## config.mk

```make
export PLATFORM = sky130hd
export DESIGN_NAME = pool_controller
export DESIGN_NICKNAME = d
export VERILOG_FILES = /design/src/rtl/pool_controller.sv
export SDC_FILE = /design/constraint.sdc
export NUM_CORES = 1
export LEC_CHECK = 0
export BUFFER_PORTS_ARGS = -buffer_cell sky130_fd_sc_hd__buf_2
export CAP_MARGIN = 5
export CORE_MARGIN = 8
export CORE_UTILIZATION = 55
export CTS_CLUSTER_DIAMETER = 40
export DETAILED_ROUTE_END_ITERATION = 6
export PLACE_DENSITY = 0.84
export SLEW_MARGIN = 10
export SYNTH_ARGS = -nofsm -noshare
export SYNTH_HDL_FRONTEND = slang
export SYNTH_SLANG_ARGS = --single-unit
```

## constraint.sdc

```tcl
create_clock -name clk -period 2.9 [get_ports clk]
set_input_delay 0.29 -clock clk [delete_from_list [all_inputs] [get_ports clk]]
set_output_delay 0.29 -clock clk [all_outputs]
set_load 0.005 [all_outputs]
```

## src/rtl/pool_controller.sv

```systemverilog
// rtl/pool_controller.sv - 2x2 stride-2 pooling sequencer over an N x N feature buffer
// Max pooling by default; defining POOL_AVG_EN adds avg_sel for 2x2 averaging.
module pool_controller #(
  parameter int N  = 8,
  parameter int DW = 16,
  parameter int AW = 6,
  parameter int OW = 4
) (
  input  logic          clk,
  input  logic          rst,
  input  logic          go,
`ifdef POOL_AVG_EN
  input  logic          avg_sel,
`endif
  output logic          busy,
  output logic          done,
  output logic          rd_en,
  output logic [AW-1:0] rd_addr,
  input  logic [DW-1:0] rd_data,
  output logic          wr_en,
  output logic [OW-1:0] wr_addr,
  output logic [DW-1:0] wr_data
);

  localparam int HALF = N / 2;
  localparam int CW   = (HALF > 1) ? $clog2(HALF) : 1;
`ifdef POOL_AVG_EN
  localparam int ACCW = DW + 2;
`else
  localparam int ACCW = DW;
`endif

  typedef enum logic [2:0] {IDLE, R0, R1, R2, R3, LAST, WR, DONE} state_t;

  state_t                 state;
  logic [CW-1:0]          p, q, np, nq;
  logic signed [DW-1:0]   rd_s;
  logic signed [ACCW-1:0] acc, px, acc_next;
  logic [DW-1:0]          res;
  logic                   last_win;
`ifdef POOL_AVG_EN
  logic                   avg_mode;
`endif

  assign rd_s     = rd_data;
  assign px       = ACCW'(rd_s);
  assign last_win = (p == CW'(HALF - 1)) && (q == CW'(HALF - 1));

  function automatic logic [AW-1:0] addr_of(input int row, input int col);
    return AW'(row * N + col);
  endfunction

  // Next window in raster order, pcol fastest.
  always_comb begin
    nq = q + 1'b1;
    np = p;
    if (q == CW'(HALF - 1)) begin
      nq = '0;
      np = p + 1'b1;
    end
  end

  // Fold the pixel arriving this cycle into the running result.
  always_comb begin
    acc_next = (px > acc) ? px : acc;
    res      = acc_next[DW-1:0];
`ifdef POOL_AVG_EN
    if (avg_mode) begin
      acc_next = acc + px;
      res      = DW'(acc_next >>> 2);
    end
`endif
  end

  always_ff @(posedge clk) begin
    if (!rst) begin
      state   <= IDLE;
      p       <= '0;
      q       <= '0;
      acc     <= '0;
      busy    <= 1'b0;
      done    <= 1'b0;
      rd_en   <= 1'b0;
      wr_en   <= 1'b0;
      rd_addr <= '0;
      wr_addr <= '0;
      wr_data <= '0;
`ifdef POOL_AVG_EN
      avg_mode <= 1'b0;
`endif
    end else begin
      rd_en <= 1'b0;
      wr_en <= 1'b0;
      done  <= 1'b0;
      case (state)
        IDLE: begin
          if (go) begin
            state   <= R0;
            busy    <= 1'b1;
            rd_en   <= 1'b1;
            rd_addr <= addr_of(0, 0);
`ifdef POOL_AVG_EN
            avg_mode <= avg_sel;
`endif
          end
        end
        R0: begin
          state   <= R1;
          rd_en   <= 1'b1;
          rd_addr <= addr_of(2 * int'(p), 2 * int'(q) + 1);
        end
        R1: begin
          // rd_data now carries the R0 pixel.
          acc     <= px;
          state   <= R2;
          rd_en   <= 1'b1;
          rd_addr <= addr_of(2 * int'(p) + 1, 2 * int'(q));
        end
        R2: begin
          acc     <= acc_next;
          state   <= R3;
          rd_en   <= 1'b1;
          rd_addr <= addr_of(2 * int'(p) + 1, 2 * int'(q) + 1);
        end
        R3: begin
          acc   <= acc_next;
          state <= LAST;
        end
        LAST: begin
          acc     <= acc_next;
          state   <= WR;
          wr_en   <= 1'b1;
          wr_data <= res;
          wr_addr <= OW'(int'(p) * HALF + int'(q));
        end
        WR: begin
          if (last_win) begin
            state <= DONE;
            done  <= 1'b1;
          end else begin
            p       <= np;
            q       <= nq;
            state   <= R0;
            rd_en   <= 1'b1;
            rd_addr <= addr_of(2 * int'(np), 2 * int'(nq));
          end
        end
        DONE: begin
          p     <= '0;
          q     <= '0;
          busy  <= 1'b0;
          state <= IDLE;
        end
        default: begin
          state <= IDLE;
          busy  <= 1'b0;
        end
      endcase
    end
  end

endmodule

```

# ---- After elaboration in Yosys (flattened, before gate mapping)
# Cells that the tools add are included.
dict set report word_totals {
  inputBits 19
  ff_bits 53
  output_inout_bits 30
}
dict set report op_classes {
  n_reduce_logical 12
  n_addsub 9
  magnitude_cmp 1
  eq_ne 11
  muxes 21
}
# operator n
set op_table {}
lappend op_table {{$pmux 16 s2} 1}
lappend op_table {{$pmux 6 s5} 1}
lappend op_table {{$pmux 3 s8} 1}
lappend op_table {{$gt 16x16->1} 1}
lappend op_table {{$mux 16} 1}
lappend op_table {{$add 6x4->6} 2}
lappend op_table {{$eq 3x3->1 const B} 4}
lappend op_table {{$mux 6} 2}
lappend op_table {{$mux 2} 4}
lappend op_table {{$pmux 2 s2} 2}
lappend op_table {{$add 6x3->6} 1}
lappend op_table {{$add 6x6->6} 1}
lappend op_table {{$eq 3x2->1 const B} 2}
lappend op_table {{$mux 3} 2}
lappend op_table {{$reduce_and 2->1} 3}
lappend op_table {{$reduce_bool 2->1} 3}
lappend op_table {{$reduce_or 3->1} 2}
lappend op_table {{$mux 1} 5}
lappend op_table {{$reduce_bool 5->1} 1}
lappend op_table {{$add 2x1->2 const B} 2}
lappend op_table {{$add 3x1->4 const B} 1}
lappend op_table {{$add 4x2->4} 1}
lappend op_table {{$eq 2x2->1 const B} 2}
lappend op_table {{$ne 2x2->1 const B} 2}
lappend op_table {{7 further kinds} 7}

# ---- Depth between registers and ports, before layout
dict set report logic_depth {
  depth_word 5
  mapped_depth 10
  ltp_nobuf 8
}

# ---- Worst setup path before layout
# Ideal clock, no wire load.
dict set report synth_path {
  kind {register -> register}
  start {register acc[11]}
  end {register acc[10]}
  arrival_time_ns 1.917
  path_stages_with_launch 11
  slack_ns 0.859
  required_ns 2.777
  period_less_slack_ns 2.041
  path_cell_list {dfxtp_1 -> inv_1 -> ha_1 -> nand2_2 -> nor4_4 -> o211ai_1 -> a31o_1 -> buf_4 -> buf_2 -> nand4_1 -> o211ai_2}
}
dict set report synth_between {
  elab_chain_cells 3
}
# element line
set synth_lines {}
lappend synth_lines {{start: declaration} 38} ;# logic signed [ACCW-1:0] acc, px, acc_next;
lappend synth_lines {{start signal: assignment} 114} ;# acc <= px;
lappend synth_lines {{start signal: assignment} 120} ;# acc <= acc_next;
lappend synth_lines {{start signal: assignment} 126} ;# acc <= acc_next;
lappend synth_lines {{$gt 16x16->1} 65} ;# acc_next = (px > acc) ? px : acc;
lappend synth_lines {{$mux 16} 65}
lappend synth_lines {{$pmux 16 s2} 95} ;# case (state)
# No other way between the ends.
# A chain may end at the register's enable or synchronous reset.

# ---- Worst setup path in the final report
dict set report layout_path {
  start {register acc[13]}
  end {register acc[14]}
}
# The elaborated chain is that of the path after synthesis.

==> metrics.txt <==
hold_buf cts=0; Max rail drop VDD=365.6 uV; largest net degree at the start of global routing=54; ant diodes=0; Max stage delay on crit path=0.49 ns; CP Launch Point=acc[13]; Final TNS setup=0 ns; Layout Nets=between 400 and 500; Hold Crit Class=in -> reg; reg2reg start=acc[13]; Final ANT Viol Nets=0; Final WS setup=approximately 0.32 ns; Max-cap violations=0; Period minus WS final=2.581 ns; initial antenna violation count=0; count of cell types in the netlist=46; Slew Limit Fails=0; synthesized cell area=3060 um^2; H-tree depth=2; CP Depth=8; CP max stage cell=a311oi_1; CTS tree=built; Site Rows=27; CP max FO=17; GRT overflow=0; Initial Utilization=56.27%; synthesis-to-finish area growth=12.10%; Synth warnings=0; worst path required time=3.09 ns; FILL cells=485; WS Path Type=reg -> reg; die area=8207 um^2; CP bufs+invs=1; vias=2827; Finished Cell Area=about 3400 um^2; top post-synthesis cells by area=dfxtp_1 (35%), ha_1 (7.4%), nand2_1 (7.0%); Reg2Reg Depth=8; first-pass GRT wire length=roughly 12000 um; placed instance area=about 3300 um^2; Sink Count=between 50 and 60; flop and latch count out of synthesis=53; Slew HR=61.90%; clock root buffer=clkbuf_8; clk buf depth=2; CP Cell Sequence=inv_1 -> ha_1 -> a21oi_1 -> o21ai_1 -> a311oi_1 -> a31o_1 -> and2_4 -> o211ai_1; Syn Nets=409; FMAX=387.4 MHz; hold path startpoint=rd_data[10]; Clock transition at path regs=0.10 ns; worst hold path depth=3; final setup vio count=0; Remaining DRCs=0; dpl hpwl=5191 um; Largest delay share family, worst path=compound AO/OA/AOI/OAI gates; Pwr per Cell Area=497.0 nW/um^2; Mapped Cells=~370; number of global-route vias before repair=about 2700; initial drt markers=about 170; register area=1061 um^2; status=completed; drt first pass iters=4; I/O Pins=49; WL per Instance=15.21 um; crit start category=flip-flop; clock latency on the worst-skew pair=0.30 ns; All-Layer GR Usage=17.30%; PortBufs=48; Final Hold Vio Count=0; Die X=90.60 um; Die Y=just over 90 um; Final Util=between 60% and 70%; unrepaired setup endpoints after global routing=false; layout cells sized above 1=20.20%; post-CTS sizing=0; Routed WL=7268 um; Mean Syn Cell Area=8.227 um^2; Critical Path AT=2.77 ns; Worst-Margin Slew=0.5715 ns; Placement Setup Slack=0.2993 ns; most common cell after layout, fill and taps aside=nand2_1; Critical Path End Type=flip-flop; Yosys top cell by area=dfxtp_1; Leak=1.394 nW; most frequent cells in the layout=nand2_1 (57), dfxtp_1 (53), buf_2 (48); routability-driven placement congestion ratio=around 0.85; post-CTS setup buffers=0; post-synthesis sequential area ratio=around a third; multi-input logic area=about 1800 um^2; number of CTS-inserted buffers=5; period utilization=between 80% and 90%; Worst Clk Skew=between 0.01 and 0.015 ns; share of the synthesized area in the top cell type=34.67%; placeable core area=5439 um^2; post-DR vias/cell=5.914
==> state kept, by name (all words and copies together), names as in the netlist <==
name / cells
busy: 1
p: 2
q: 2
rd_addr: 6
state: 3
wr_en: 1
rd_en: 1
wr_addr: 4
wr_data: 16
done: 1
acc: 16
==> worst reg2reg max path, cell delays in order (launching register included) <==
cell and delay, ns:
dfxtp_1 0.37, inv_1 0.07, ha_1 0.30, a21oi_1 0.16
o21ai_1 0.08, a311oi_1 0.49, a31o_1 0.45, and2_4 0.39
o211ai_1 0.15
==> final timing paths <==
kind | end | slack (ns)
worst max register to register | acc[14] | 0.32
worst min-delay path | wr_data[10] | 0.28
worst max-delay path | acc[14] | 0.32
worst min register to register | rd_addr[4] | 0.47
==> power by group <==
part           internal, mW  switching, mW
sequential            0.756         0.0257
clock                 0.343          0.244
combinational         0.129          0.207
total                  1.23          0.477
==> synthesized netlist by cell type (all sizes together) <==
| library cell | count |
|---|---|
| o211ai | 17 |
| nand3b | 1 |
| nand4 | 17 |
| mux2i | 1 |
| clkbuf | 18 |
| o21a | 1 |
| nand2b | 2 |
| a21o | 15 |
| a211oi | 2 |
| a311oi | 1 |
| nor2 | 13 |
| a221oi | 2 |
| o21ai | 23 |
| dfxtp | 53 |
| and4 | 1 |
| a21boi | 9 |
| nor4 | 2 |
| o221ai | 1 |
| or2b | 1 |
| buf | 14 |
| nor3 | 2 |
| nor2b | 11 |
| o22ai | 1 |
| inv | 17 |
| and2 | 3 |
| a22o | 16 |
| and3 | 1 |
| nand2 | 59 |
| ha | 18 |
| a31oi | 16 |
| a21oi | 14 |
| nor3b | 2 |
| o21bai | 1 |
| nand3 | 15 |
| a31o | 1 |
| a22oi | 1 |
==> kinds of logic (layout without fill, tap and decap cells) <==
| kind of cell | after synthesis | after routing | share of synthesized area (%) |
|---|---|---|---|
| fa+ha+maj | 18 | 18 | 7.359 |
| simple gates | 130 | 130 | 20.97 |
| flops | 53 | 53 | 34.67 |
| buf+inv | 49 | 83 | 8.013 |
| compound gates | 121 | 121 | 28.66 |
| mux | 1 | 1 | 0.3271 |
==> area by class of cell <==
class	count	share of cell area, %
multi-input cells	270	51.50
flip-flops and latches	53	30.93
repair buffers	58	9.190
well taps	72	2.626
clock buffers	5	2.006
clock inverters	3	1.896
inverters	17	1.860
==> metal layers <==
| layer | vias up | global-route usage [%] | wire length (um) |
|---|---|---|---|
| met5 | - | 0 | 0 |
| met4 | 0 | 5.409 | 82 |
| met3 | 7 | 4.073 | 404 |
| met2 | 74 | 29.17 | 3556 |
| met1 | 1342 | 21.08 | 3225 |
| li1 | 1404 | - | - |
==> metrics by stage <==
stage               total power, mW  hold WS (ns)  instances
finish                        1.705        0.2806        478
global route                  1.787        0.2738        478
CTS                           1.713        0.2755        478
detailed placement            1.131        0.4613        470
global placement              1.118        0.4456        470
floorplan                     1.060        0.4445        372
Power figures use the tool's default switching activity.
